`config.mk`:
```
export PLATFORM = sky130hd
export DESIGN_NAME = ids_dma_flat
export DESIGN_NICKNAME = d
export VERILOG_FILES = /design/src/rtl/ids_dma_if.sv /design/src/rtl/ids_dma.sv /design/src/flat_wrapper.sv
export SDC_FILE = /design/constraint.sdc
export NUM_CORES = 1
export LEC_CHECK = 0
export BUFFER_PORTS_ARGS = -buffer_cell sky130_fd_sc_hd__buf_2
export CAP_MARGIN = 20
export CORE_UTILIZATION = 30
export CTS_BUF_LIST = sky130_fd_sc_hd__clkbuf_16
export DETAILED_ROUTE_END_ITERATION = 6
export PLACE_DENSITY_LB_ADDON = 0.3
export SYNTH_ARGS = -nofsm -noshare
export SYNTH_HDL_FRONTEND = slang
export SYNTH_SLANG_ARGS = --single-unit
export TNS_END_PERCENT = 1
```
`constraint.sdc`:
```
create_clock -name i_clk -period 4.7 [get_ports i_clk]
set_input_delay 1.41 -clock i_clk [delete_from_list [all_inputs] [get_ports i_clk]]
set_output_delay 1.41 -clock i_clk [all_outputs]
set_load 0.05 [all_outputs]
```
`src/rtl/ids_dma_if.sv`:
```
// ids_dma_if -- bus-side signal bundle of the IDS DMA engine.
//   o_req_dma / i_gnt_dma        : bus request and grant
//   o_dma_*_0 / i_dma_dout_0     : channel 0, used for reads from the PIM buffer
//   o_dma_*_1 / i_dma_dout_1     : channel 1, used for writes into PIM
// Modports: master = DMA engine side, slave = bus / memory side.
interface ids_dma_if;
    logic        o_req_dma;
    logic        i_gnt_dma;

    logic [31:0] o_dma_addr_0;
    logic        o_dma_write_0;
    logic        o_dma_read_0;
    logic [3:0]  o_dma_size_0;
    logic [31:0] o_dma_din_0;
    logic [31:0] i_dma_dout_0;

    logic [31:0] o_dma_addr_1;
    logic        o_dma_write_1;
    logic        o_dma_read_1;
    logic [3:0]  o_dma_size_1;
    logic [31:0] o_dma_din_1;
    logic [31:0] i_dma_dout_1;

    modport master (
        output o_req_dma,
        input  i_gnt_dma,
        output o_dma_addr_0, o_dma_write_0, o_dma_read_0, o_dma_size_0, o_dma_din_0,
        input  i_dma_dout_0,
        output o_dma_addr_1, o_dma_write_1, o_dma_read_1, o_dma_size_1, o_dma_din_1,
        input  i_dma_dout_1
    );

    modport slave (
        input  o_req_dma,
        output i_gnt_dma,
        input  o_dma_addr_0, o_dma_write_0, o_dma_read_0, o_dma_size_0, o_dma_din_0,
        output i_dma_dout_0,
        input  o_dma_addr_1, o_dma_write_1, o_dma_read_1, o_dma_size_1, o_dma_din_1,
        output i_dma_dout_1
    );
endinterface

```
`src/rtl/ids_dma.sv`:
```
// ids_dma -- word-by-word copy engine from a PIM buffer (channel 0 reads)
// into PIM (channel 1 writes), one word per RD -> CAP -> WR round trip.
// Ports:
//   i_clk, i_rst_n       : clock, asynchronous active-low reset
//   i_start              : one-cycle start pulse, honoured only while idle
//   i_src_addr/i_dst_addr: byte addresses, advanced by 4 per word (mod 2^32)
//   i_len                : number of 32-bit words (0 = immediate done)
//   o_busy, o_done, o_err: status; o_done is a one-cycle pulse
//   bus                  : ids_dma_if.master, request/grant plus both channels
// Optional feature: define DMA_ADDR_CHECK_EN to reject starts whose source is
// not in region 0x2xxx_xxxx or whose destination is not in 0x4xxx_xxxx; the
// rejection is reported on the sticky o_err. Without it o_err is tied 0.
// All outputs come straight from flops, so reset clears them immediately.
module ids_dma (
    input  logic        i_clk,
    input  logic        i_rst_n,
    input  logic        i_start,
    input  logic [31:0] i_src_addr,
    input  logic [31:0] i_dst_addr,
    input  logic [15:0] i_len,
    output logic        o_busy,
    output logic        o_done,
    output logic        o_err,
    ids_dma_if.master   bus
);
    typedef enum logic [2:0] {
        IDLE = 3'd0,
        RD   = 3'd1,
        CAP  = 3'd2,
        WR   = 3'd3,
        DONE = 3'd4
    } state_t;

    state_t      state_r, state_next_s;
    logic [31:0] src_r, src_next_s;
    logic [31:0] dst_r, dst_next_s;
    logic [15:0] rem_r, rem_next_s;
    logic [31:0] data_r, data_next_s;

    logic        busy_r, busy_next_s;
    logic        done_r, done_next_s;
    logic        req_r, req_next_s;
    logic        rd0_r, rd0_next_s;
    logic [31:0] addr0_r, addr0_next_s;
    logic        wr1_r, wr1_next_s;
    logic [31:0] addr1_r, addr1_next_s;
    logic [31:0] din1_r, din1_next_s;

    logic        cfg_ok_s;
    logic        unused_s;

`ifdef DMA_ADDR_CHECK_EN
    logic        err_r;

    assign cfg_ok_s = (i_src_addr[31:28] == 4'h2) && (i_dst_addr[31:28] == 4'h4);

    // Sticky error: every start taken in IDLE either sets or clears it.
    always_ff @(posedge i_clk or negedge i_rst_n) begin
        if (!i_rst_n) begin
            err_r <= 1'b0;
        end else if ((state_r == IDLE) && i_start) begin
            err_r <= !cfg_ok_s;
        end
    end

    assign o_err = err_r;
`else
    assign cfg_ok_s = 1'b1;
    assign o_err    = 1'b0;
`endif

    // Next-state and datapath update; a beat advances only on req & gnt.
    always_comb begin
        state_next_s = state_r;
        src_next_s   = src_r;
        dst_next_s   = dst_r;
        rem_next_s   = rem_r;
        data_next_s  = data_r;
        case (state_r)
            IDLE: begin
                if (i_start && cfg_ok_s) begin
                    src_next_s   = i_src_addr;
                    dst_next_s   = i_dst_addr;
                    rem_next_s   = i_len;
                    state_next_s = (i_len == 16'd0) ? DONE : RD;
                end else begin
                    state_next_s = IDLE;
                end
            end
            RD: begin
                if (req_r && bus.i_gnt_dma) begin
                    state_next_s = CAP;
                end else begin
                    state_next_s = RD;
                end
            end
            CAP: begin
                // Read data is valid exactly one cycle after the accepted read.
                data_next_s  = bus.i_dma_dout_0;
                state_next_s = WR;
            end
            WR: begin
                if (req_r && bus.i_gnt_dma) begin
                    src_next_s   = src_r + 32'd4;
                    dst_next_s   = dst_r + 32'd4;
                    rem_next_s   = rem_r - 16'd1;
                    state_next_s = (rem_r == 16'd1) ? DONE : RD;
                end else begin
                    state_next_s = WR;
                end
            end
            DONE: begin
                state_next_s = IDLE;
            end
            default: begin
                state_next_s = IDLE;
            end
        endcase
    end

    // Output values for the coming cycle, decoded from the next state so the
    // registered outputs line up with the state they belong to.
    always_comb begin
        busy_next_s  = (state_next_s != IDLE);
        done_next_s  = (state_next_s == DONE);
        rd0_next_s   = (state_next_s == RD);
        wr1_next_s   = (state_next_s == WR);
        req_next_s   = rd0_next_s || wr1_next_s;
        addr0_next_s = rd0_next_s ? src_next_s  : 32'd0;
        addr1_next_s = wr1_next_s ? dst_next_s  : 32'd0;
        din1_next_s  = wr1_next_s ? data_next_s : 32'd0;
    end

    // State, datapath and output registers.
    always_ff @(posedge i_clk or negedge i_rst_n) begin
        if (!i_rst_n) begin
            state_r <= IDLE;
            src_r   <= 32'd0;
            dst_r   <= 32'd0;
            rem_r   <= 16'd0;
            data_r  <= 32'd0;
            busy_r  <= 1'b0;
            done_r  <= 1'b0;
            req_r   <= 1'b0;
            rd0_r   <= 1'b0;
            addr0_r <= 32'd0;
            wr1_r   <= 1'b0;
            addr1_r <= 32'd0;
            din1_r  <= 32'd0;
        end else begin
            state_r <= state_next_s;
            src_r   <= src_next_s;
            dst_r   <= dst_next_s;
            rem_r   <= rem_next_s;
            data_r  <= data_next_s;
            busy_r  <= busy_next_s;
            done_r  <= done_next_s;
            req_r   <= req_next_s;
            rd0_r   <= rd0_next_s;
            addr0_r <= addr0_next_s;
            wr1_r   <= wr1_next_s;
            addr1_r <= addr1_next_s;
            din1_r  <= din1_next_s;
        end
    end

    assign o_busy            = busy_r;
    assign o_done            = done_r;
    assign bus.o_req_dma     = req_r;

    assign bus.o_dma_addr_0  = addr0_r;
    assign bus.o_dma_read_0  = rd0_r;
    assign bus.o_dma_write_0 = 1'b0;
    assign bus.o_dma_size_0  = rd0_r ? 4'b1111 : 4'b0000;
    assign bus.o_dma_din_0   = 32'd0;

    assign bus.o_dma_addr_1  = addr1_r;
    assign bus.o_dma_write_1 = wr1_r;
    assign bus.o_dma_read_1  = 1'b0;
    assign bus.o_dma_size_1  = wr1_r ? 4'b1111 : 4'b0000;
    assign bus.o_dma_din_1   = din1_r;

    // Channel 1 never reads, so its read-data input has no consumer.
    assign unused_s = ^bus.i_dma_dout_1;
endmodule

```
`src/flat_wrapper.sv`:
```
// flat-port wrapper written by rule: the top's interface ports become plain ports
module ids_dma_flat 
  (i_clk, i_rst_n, i_start, i_src_addr, i_dst_addr, i_len, o_busy, o_done, o_err, bus_o_req_dma, bus_i_gnt_dma, bus_o_dma_addr_0, bus_o_dma_write_0, bus_o_dma_read_0, bus_o_dma_size_0, bus_o_dma_din_0, bus_i_dma_dout_0, bus_o_dma_addr_1, bus_o_dma_write_1, bus_o_dma_read_1, bus_o_dma_size_1, bus_o_dma_din_1, bus_i_dma_dout_1);
  ids_dma_if bus_i ();
  input  logic i_clk;
  input  logic i_rst_n;
  input  logic i_start;
  input  logic [31:0] i_src_addr;
  input  logic [31:0] i_dst_addr;
  input  logic [15:0] i_len;
  output logic o_busy;
  output logic o_done;
  output logic o_err;
  output wire logic [$bits(bus_i.o_req_dma)-1:0] bus_o_req_dma;
  input wire logic [$bits(bus_i.i_gnt_dma)-1:0] bus_i_gnt_dma;
  output wire logic [$bits(bus_i.o_dma_addr_0)-1:0] bus_o_dma_addr_0;
  output wire logic [$bits(bus_i.o_dma_write_0)-1:0] bus_o_dma_write_0;
  output wire logic [$bits(bus_i.o_dma_read_0)-1:0] bus_o_dma_read_0;
  output wire logic [$bits(bus_i.o_dma_size_0)-1:0] bus_o_dma_size_0;
  output wire logic [$bits(bus_i.o_dma_din_0)-1:0] bus_o_dma_din_0;
  input wire logic [$bits(bus_i.i_dma_dout_0)-1:0] bus_i_dma_dout_0;
  output wire logic [$bits(bus_i.o_dma_addr_1)-1:0] bus_o_dma_addr_1;
  output wire logic [$bits(bus_i.o_dma_write_1)-1:0] bus_o_dma_write_1;
  output wire logic [$bits(bus_i.o_dma_read_1)-1:0] bus_o_dma_read_1;
  output wire logic [$bits(bus_i.o_dma_size_1)-1:0] bus_o_dma_size_1;
  output wire logic [$bits(bus_i.o_dma_din_1)-1:0] bus_o_dma_din_1;
  input wire logic [$bits(bus_i.i_dma_dout_1)-1:0] bus_i_dma_dout_1;
  assign bus_o_req_dma = bus_i.o_req_dma;
  assign bus_i.i_gnt_dma = bus_i_gnt_dma;
  assign bus_o_dma_addr_0 = bus_i.o_dma_addr_0;
  assign bus_o_dma_write_0 = bus_i.o_dma_write_0;
  assign bus_o_dma_read_0 = bus_i.o_dma_read_0;
  assign bus_o_dma_size_0 = bus_i.o_dma_size_0;
  assign bus_o_dma_din_0 = bus_i.o_dma_din_0;
  assign bus_i.i_dma_dout_0 = bus_i_dma_dout_0;
  assign bus_o_dma_addr_1 = bus_i.o_dma_addr_1;
  assign bus_o_dma_write_1 = bus_i.o_dma_write_1;
  assign bus_o_dma_read_1 = bus_i.o_dma_read_1;
  assign bus_o_dma_size_1 = bus_i.o_dma_size_1;
  assign bus_o_dma_din_1 = bus_i.o_dma_din_1;
  assign bus_i.i_dma_dout_1 = bus_i_dma_dout_1;
  ids_dma u_core (.i_clk(i_clk), .i_rst_n(i_rst_n), .i_start(i_start), .i_src_addr(i_src_addr), .i_dst_addr(i_dst_addr), .i_len(i_len), .o_busy(o_busy), .o_done(o_done), .o_err(o_err), .bus(bus_i));
endmodule
```
# After elaboration in Yosys (flattened, before gate mapping)
# Cells that the tools add are included.
dict set report totals {
  reg_bits 216
  input_bits 148
  out_inout_bits 144
  elab_cells 53
}
dict set report op_classes {
  n_addsub 3
  n_eq_ne 9
  muxes 21
  reduce_logical 7
}
# operator count
set op_table {}
lappend op_table {{$mux W32} 8}
lappend op_table {{$pmux W32 S2} 2}
lappend op_table {{$add A32 B3 Y32 const B} 2}
lappend op_table {{$mux W16} 2}
lappend op_table {{$pmux W16 S2} 1}
lappend op_table {{$eq A16 B1 Y1 const B} 1}
lappend op_table {{$logic_not A16 Y1} 1}
lappend op_table {{$sub A16 B1 Y16 const B} 1}
lappend op_table {{$mux W3} 4}
lappend op_table {{$pmux W3 S4} 1}
lappend op_table {{$eq A3 B2 Y1 const B} 3}
lappend op_table {{$mux W4} 2}
lappend op_table {{$eq A3 B1 Y1 const B} 2}
lappend op_table {{$eq A3 B3 Y1 const B} 1}
lappend op_table {{$logic_not A3 Y1} 1}
lappend op_table {{$reduce_and A3 Y1} 1}
lappend op_table {{$reduce_bool A3 Y1} 1}
lappend op_table {{$mux W2} 1}
lappend op_table {{$ne A2 B1 Y1 const B} 1}
lappend op_table {{$ne A2 B2 Y1 const B} 1}
lappend op_table {{$reduce_bool A2 Y1} 1}
lappend op_table {{$logic_and A1 B1 Y1} 1}
lappend op_table {{$logic_or A1 B1 Y1} 1}

# Longest topological paths before layout
# Gate-level depths: netlist (run 1).
dict set report depth {
  ltp_word 6
  ltp_mapped 9
  depth_no_buf 7
}

# Worst setup path before layout (run 1)
# Ideal clock, no wire load.
dict set report synth_path {
  path_kind {input -> register}
  startpoint {input bus_i_gnt_dma}
  endpoint {register u_core.addr1_r[26] (netlist: u_core.bus.o_dma_addr_1[26])}
  setup_time_ns 0.137
  arrival_time_ns 3.028
  t_required_ns 4.563
  path_slack_ns 1.535
  stages 7
  n_path_buf 2
  path_cell_list {buf_2 > nand3_1 > clkbuf_1 > nor4_1 > nor3b_1 > a2bb2oi_1 > a31oi_1}
}
dict set report synth_between {
  elab_chain_cells 5
  word_cells_on_any_way 8
  cone_classes {eq/ne (1); mux (6); reduce/logical (1)}
}
# item line_no
set synth_rtl {}
lappend synth_rtl {{start, declared} flat_wrapper.sv:15} ;# input wire logic [$bits(bus_i.i_gnt_dma)-1:0] bus_i_gnt_dma;
lappend synth_rtl {{$logic_and A1 B1 Y1 (*)} {ids_dma.sv:91, ids_dma.sv:103}}
lappend synth_rtl {{$mux W3 or $mux W2 (tied branches)} {ids_dma.sv:103, ids_dma.sv:91}}
lappend synth_rtl {{$pmux W3 S4} ids_dma.sv:79} ;# case (state_r)
lappend synth_rtl {{$eq A3 B2 Y1} ids_dma.sv:127} ;# wr1_next_s = (state_next_s == WR);
lappend synth_rtl {{$mux W32 (*)} ids_dma.sv:130} ;# addr1_next_s = wr1_next_s ? dst_next_s : 32'd0;
lappend synth_rtl {{net u_core.addr1_next_s[26]} ids_dma.sv:46} ;# logic [31:0] addr1_r, addr1_next_s;
lappend synth_rtl {{end signal, assigned} ids_dma.sv:162} ;# addr1_r <= addr1_next_s;
lappend synth_rtl {{end, declared} ids_dma.sv:46}
# Mark *: on every way through the listed nets, which the timed path passes. The rest lies on a longest branch.
# A chain may end at the register's enable or synchronous reset.

# Worst setup path in the final report (run 1)
dict set report layout_path {
  startpoint {input bus_i_gnt_dma}
  endpoint {register u_core.dst_r[28]}
}
dict set report layout_between {
  elab_chain_cells 3
}
# item line_no
set layout_rtl {}
lappend layout_rtl {{$logic_and A1 B1 Y1} ids_dma.sv:103} ;# if (req_r && bus.i_gnt_dma) begin
lappend layout_rtl {{$mux W32} ids_dma.sv:103}
lappend layout_rtl {{$pmux W32 S2} ids_dma.sv:79}
lappend layout_rtl {{net u_core.dst_next_s[28]} ids_dma.sv:36} ;# logic [31:0] dst_r, dst_next_s;
lappend layout_rtl {{end signal, assigned} ids_dma.sv:153} ;# dst_r <= dst_next_s;
lappend layout_rtl {{end, declared} ids_dma.sv:36}
# The timed path passes the listed nets, and every way through them passes these cells.

==> summary.txt, run 1 <==
Outcome
  – Status: finished, violations left
  – Failing checks: DRC

GRT
  – M2 GR Usage: 0.247
  – Peak-usage layer in the global routing report: met2
  – Pin count of the biggest net entering global routing: 107
  – Initial antenna violation count: 6
  – Met1 Usage GRT: 0.241
  – GR Overflow Total: 0
  – Met3 usage: 0.0364
  – Total GRT Usage: 0.166
  – Vias in the first global route: 7882
  – First-pass GRT wire length: 44.3 mm

Timing
  – Setup ws final: 1.64 ns
  – FMAX: 327 MHz
  – RSZ-0062 raised after global routing: no
  – Worst slew pin tran: 1.08 ns
  – Clock skew: 0.00737 ns
  – Setup tns final: 0 ns
  – Final hold viol count: 0
  – Final Cycle Share: 0.651
  – Slew HR: 0.278
  – Final-report max-slew violation count: 0
  – Final setup violating endpoints: 0
  – Minimum clock period after layout: 3.06 ns

Min path
  – Hold Crit Class: reg2reg
  – Hold Crit Start: u_core.src_r[0]$_DFF_PN0_
  – Hold Path End: u_core.src_r[0]$_DFF_PN0_
  – Hold depth: 2

Setup path
  – R2r setup slk: 2.04 ns
  – CP arrival: 3.47 ns
  – CP endpoint kind: flop
  – FF-to-FF Start: u_core.state_r[2]$_DFF_PN0_
  – Critical path, cell by cell: buf_2 -> nand3_1 -> buf_4 -> or4_1 -> nor4_1 -> mux2i_1 -> a221o_1
  – Critical path class: in2reg
  – R2r endpoint: u_core.rem_r[14]$_DFFE_PN0P_
  – Critical Path Fanout Max: 11
  – Max incr delay on CP: 0.61 ns
  – Critical path's top delay family: simple AND/OR/NAND/NOR gates
  – CP max-delay cell: or4_1
  – WP buf/inv: 2
  – Critical Path Start Type: input port
  – WP data required: 5.11 ns
  – FF-to-FF path depth: 7

Clock network
  – H-tree depth: 1
  – TritonCTS Sinks: 216
  – CTS root buffer: clkbuf_16
  – Clk_lat worst skew: 0.52 ns
  – Hold-fix buffers, CTS: 0
  – Setup Fix Bufs, Post-CTS: 0
  – Cts bufs inserted: 26
  – Post-CTS Resized: 0
  – CTS tree: yes
  – Clk slew on worst S/H paths: 0.06 ns
  – Clk buf depth: 3

Routing
  – Drt pass-1 iters: 7
  – Vias: 8327
  – WL final: 28.5 mm
  – DRC violations left: 1
  – Post-route ant nets: 0
  – Wirelength per Cell: 17.3 um
  – DRT iter0 DRCs: 483
  – Via density: 5.05

Logic synthesis
  – Sequential fraction of the synthesis area: 0.541
  – Dominant synthesized flop cell: dfrtp_1
  – Cells after Synth: 981
  – Ys Warns: 0
  – Yosys cell types: 65
  – Most frequent cell after synthesis: dfrtp_1
  – Ranking of synthesized cells by area: dfrtp_1, mux2_2, nand2_1, buf_4, and2_1
  – Post-synth top cells: dfrtp_1, nand2_1, a21oi_1
  – Flops & latches, synth: 216
  – Mean post-synth cell area: 10.2 um^2
  – Post-Syn Area: 9990 um^2
  – Top cell type's share of synthesized area: 0.541
  – FFs w/ async S/R, synth: 1.00
  – Post-synth EDFFs: 0
  – Area leader, netlist: dfrtp_1

Placement
  – I/O Buffers: 224
  – RD Place Congestion: 0.842
  – Pre-CTS WS: 1.08 ns
  – DP HPWL: 19.2 mm

Flow run
  – MaxCap Viol Count: 0

Die
  – Die area: 34000 um^2
  – Core Footprint: 32600 um^2
  – IO Pins: 292
  – Initial core utilization: 0.306
  – Vert. Die Dim: 184 um
  – FP Rows: 66
  – Die Width: 184 um

Power
  – VDD IR max: 0.000530 V
  – P_leak: 0.00585 uW
  – P per Cell Area: 755 nW/um^2

Finish
  – Layout cell share with drive strength beyond 1: 0.283
  – Final #Nets: 1339
  – Area grow syn2layout: 23.2%
  – Fillers: 3292
-- per-stage QoR --
stage          hold slack, ns  power (uW)  instances   util  area (um^2)
5_1_grt                 0.495        9890       1647  0.377        12300
3_3_place_gp            0.451        7260       1600  0.350        11400
2_1_floorplan           0.439        6180       1015      -        10100
6_report                0.473        9290       1649  0.377        12300
3_5_place_dp            0.457        7320       1601  0.351        11400
4_1_cts                 0.472        9400       1647  0.377        12300
-- cells by family after synthesis --
family | Yosys count | share of synthesized area
flip-flops | 216 | 0.541
XOR/XNOR | 1 | 0.000877
AO/OA/AOI/OAI | 208 | 0.135
multiplexers | 42 | 0.0463
AND/OR/NAND/NOR | 395 | 0.211
buffers and inverters | 114 | 0.0602
adder cells (fa/ha/maj) | 4 | 0.00501
other | 1 | 0.000375
-- state kept, by name (all words and copies together) (netlist names) --
name	count
u_core.bus.o_dma_addr_0	32
u_core.bus.o_dma_addr_1	32
u_core.bus.o_dma_din_1	32
u_core.bus.o_dma_read_0	1
u_core.bus.o_dma_write_1	1
u_core.bus.o_req_dma	1
u_core.data_r	32
u_core.dst_r	32
u_core.o_busy	1
u_core.o_done	1
u_core.rem_r	16
u_core.src_r	32
u_core.state_r	3
-- area by class of cell --
class,instances,area (um^2),area share
antenna,2,5.00,0.000407
clock buffer,27,676,0.0549
clock inverter,19,183,0.0148
inverter,16,60.1,0.00488
multi-input combinational,685,4140,0.336
sequential,216,5410,0.439
tap,442,553,0.0449
timing repair buffer,242,1290,0.105
-- worst register-to-register path, cell delays in order, from the launching register on --
cell      delay, ns
dfrtp_1        0.48
nand3b_1       0.16
buf_4          0.85
nor2_1         0.29
nor2_1         0.20
buf_4          0.27
a21oi_1        0.08
o22a_2         0.22
-- cell usage in the layout, fill, tap and decap left out, types with 25 or more instances in the layout --
cell / synthesis / layout
dfrtp_1: 216 / 216
nand2_1: 101 / 101
and2_1: 49 / 49
nand4_1: 25 / 25
mux2_2: 34 / 34
clkbuf_16: 0 / 27
nor2_1: 49 / 48
nand3_1: 49 / 49
a21oi_1: 57 / 56
conb_1: 1 / 35
a31oi_1: 31 / 31
buf_2: 10 / 223
o21ai_0: 49 / 49
-- power breakdown --
group | internal (uW) | switching [uW]
registers | 2620 | 528
logic | 1210 | 2900
clock network | 1210 | 818
-- how the worst max path moves through the flow --
stage	start	end	cells after the start
2_1_floorplan	bus_i_gnt_dma	u_core.bus.o_dma_addr_1[26]$_DFF_PN0_	7
5_1_grt	bus_i_gnt_dma	u_core.bus.o_dma_addr_0[20]$_DFF_PN0_	6
3_5_place_dp	bus_i_gnt_dma	u_core.dst_r[28]$_DFF_PN0_	7
6_report	bus_i_gnt_dma	u_core.dst_r[28]$_DFF_PN0_	7
3_3_place_gp	bus_i_gnt_dma	u_core.dst_r[28]$_DFF_PN0_	7
4_1_cts	bus_i_gnt_dma	u_core.dst_r[28]$_DFF_PN0_	7
-- layer usage --
layer	vias to the layer above	wire length [um]
met3	49	2130
met2	324	12200
met4	8	567
met1	4046	13600
met5	-	51
li1	3900	-
No activity file was read; power rests on OpenSTA's default activity.
==> inputs of run 2 (changes only) <==
clock period = 3.1 ns   (was 4.7 ns; I/O delays follow)
==> summary.txt, run 2 (same netlist as run 1, synthesis figures left out) <==
Finish
  – Seq. cell area: 5410 um^2
  – Commonest cells after routing, fill and taps aside: buf_2, dfrtp_1, nand2_1, a21oi_1
  – Final #Nets: 1354
  – Fillers: 3300
  – Layout cell share with drive strength beyond 1: 0.291
  – Final Cell Area: 12500 um^2
  – Most common cell after layout, fill and taps aside: buf_2
  – Multi-input gate area: 4140 um^2
  – Area grow syn2layout: 25.2%

GRT
  – Pin count of the biggest net entering global routing: 80
  – Total GRT Usage: 0.168
  – First-pass GRT wire length: 45.0 mm
  – Initial antenna violation count: 5
  – Vias in the first global route: 8050
  – GR Overflow Total: 0

Die
  – IO Pins: 292
  – Die area: 34000 um^2
  – Vert. Die Dim: 184 um
  – FP Rows: 66
  – Initial core utilization: 0.306
  – Die Width: 184 um
  – Core Footprint: 32600 um^2

Routing
  – Vias: 8364
  – DRT iter0 DRCs: 555
  – Via density: 5.02
  – Drt pass-1 iters: 7
  – WL final: 28.7 mm
  – DRC violations left: 0
  – Post-route ant nets: 0
  – Wirelength per Cell: 17.2 um

Setup path
  – R2r setup slk: 0.59 ns
  – CP endpoint kind: flop
  – FF-to-FF Start: u_core.rem_r[7]$_DFFE_PN0P_
  – Critical Path Start Type: flop
  – R2r endpoint: u_core.o_busy$_DFF_PN0_
  – Critical Path Fanout Max: 6
  – Critical path class: reg2reg
  – FF-to-FF path depth: 5
  – Critical path's top delay family: simple AND/OR/NAND/NOR gates
  – Critical path, cell by cell: or4_1 -> nor4b_4 -> a31oi_1 -> or2_2 -> or3_1
  – WP buf/inv: 0
  – CP max-delay cell: or4_1
  – WP data required: 3.50 ns
  – CP arrival: 2.91 ns
  – Max incr delay on CP: 0.70 ns

Placement
  – DP HPWL: 20.1 mm
  – Cell Area, Placed: 11600 um^2
  – I/O Buffers: 224
  – RD Place Congestion: 0.871

Clock network
  – CTS tree: yes
  – Clk slew on worst S/H paths: 0.06 ns
  – Post-CTS Resized: 0
  – Clk buf depth: 3
  – Setup Fix Bufs, Post-CTS: 0
  – CTS root buffer: clkbuf_16
  – H-tree depth: 1
  – TritonCTS Sinks: 216
  – Cts bufs inserted: 26
  – Clk_lat worst skew: 0.52 ns
  – Hold-fix buffers, CTS: 0

Timing
  – Worst slew pin tran: 0.953 ns
  – Final-report max-slew violation count: 0
  – FMAX: 398 MHz
  – Setup tns final: 0 ns
  – Minimum clock period after layout: 2.51 ns
  – Final hold viol count: 0
  – Final Cycle Share: 0.810
  – Slew HR: 0.364
  – RSZ-0062 raised after global routing: no
  – Clock skew: 0.0102 ns
  – Final setup violating endpoints: 0

Outcome
  – Status: complete, no violations

Min path
  – Hold Crit Class: in2async

Power
  – P_leak: 0.00595 uW
  – P per Cell Area: 1140 nW/um^2
  – VDD IR max: 0.000470 V

Flow run
  – MaxCap Viol Count: 0
## run 2: cell types whose count changed in the layout (fill, tap and decap cells not counted), sizes merged
| cell | change |
|---|---|
| inv | +1 |
| clkinvlp | +3 |
| buf | +15 |
| clkinv | -3 |
| diode | +1 |
| bufinv | +1 |
## run 2: per-layer routing
metal / up-vias / wire length (um) / track usage
li1: 3943 / - / -
met1: 4032 / 13600 / 0.242
met2: 334 / 12100 / 0.249
met3: 49 / 2260 / 0.0401
met4: 6 / 666 / 0.0483
met5: - / 39 / 0
## run 2: final cells by class
class / count / share of cell area
clock inverter: 21 / 0.0169
sequential: 216 / 0.432
antenna: 3 / 0.000600
multi-input combinational: 685 / 0.331
timing repair buffer: 257 / 0.116
clock buffer: 27 / 0.0540
tap: 442 / 0.0442
inverter: 16 / 0.00480
## run 2: stage by stage
| stage | setup WS, ns | instances | util | power, uW | hold slack [ns] |
|---|---|---|---|---|---|
| 5_1_grt | 0.430 | 1664 | 0.383 | 15300 | 0.432 |
| 3_3_place_gp | 0.306 | 1616 | 0.356 | 11200 | 0.452 |
| 6_report | 0.590 | 1667 | 0.383 | 14300 | 0.394 |
| 2_1_floorplan | 0.415 | 1015 | - | 9380 | 0.439 |
| 4_1_cts | 0.598 | 1664 | 0.383 | 14500 | 0.414 |
| 3_5_place_dp | 0.261 | 1616 | 0.356 | 11300 | 0.461 |
## run 2: how the worst max path moves through the flow
stage,start,to,slack [ns],cells after the start
3_3_place_gp,bus_i_gnt_dma,u_core.dst_r[28]$_DFF_PN0_,0.31,6
3_5_place_dp,bus_i_gnt_dma,u_core.dst_r[28]$_DFF_PN0_,0.26,6
5_1_grt,u_core.src_r[5]$_DFF_PN0_,u_core.bus.o_dma_addr_0[27]$_DFF_PN0_,0.43,5
6_report,u_core.rem_r[7]$_DFFE_PN0P_,u_core.o_busy$_DFF_PN0_,0.59,5
4_1_cts,u_core.rem_r[7]$_DFFE_PN0P_,u_core.o_busy$_DFF_PN0_,0.60,5
2_1_floorplan,bus_i_gnt_dma,u_core.bus.o_dma_addr_1[26]$_DFF_PN0_,0.42,7
## run 2: worst reg2reg max path, delay by kind of cell, from the launching register on
kind / cells / cell delay, ns
compound gates: 1 / 0.20
flops: 1 / 0.43
simple gates: 4 / 1.76
## run 2: report_power, final
group          switching (uW)  internal (uW)
sequential                787           3980
clock                    1240           1910
combinational            4440           1960
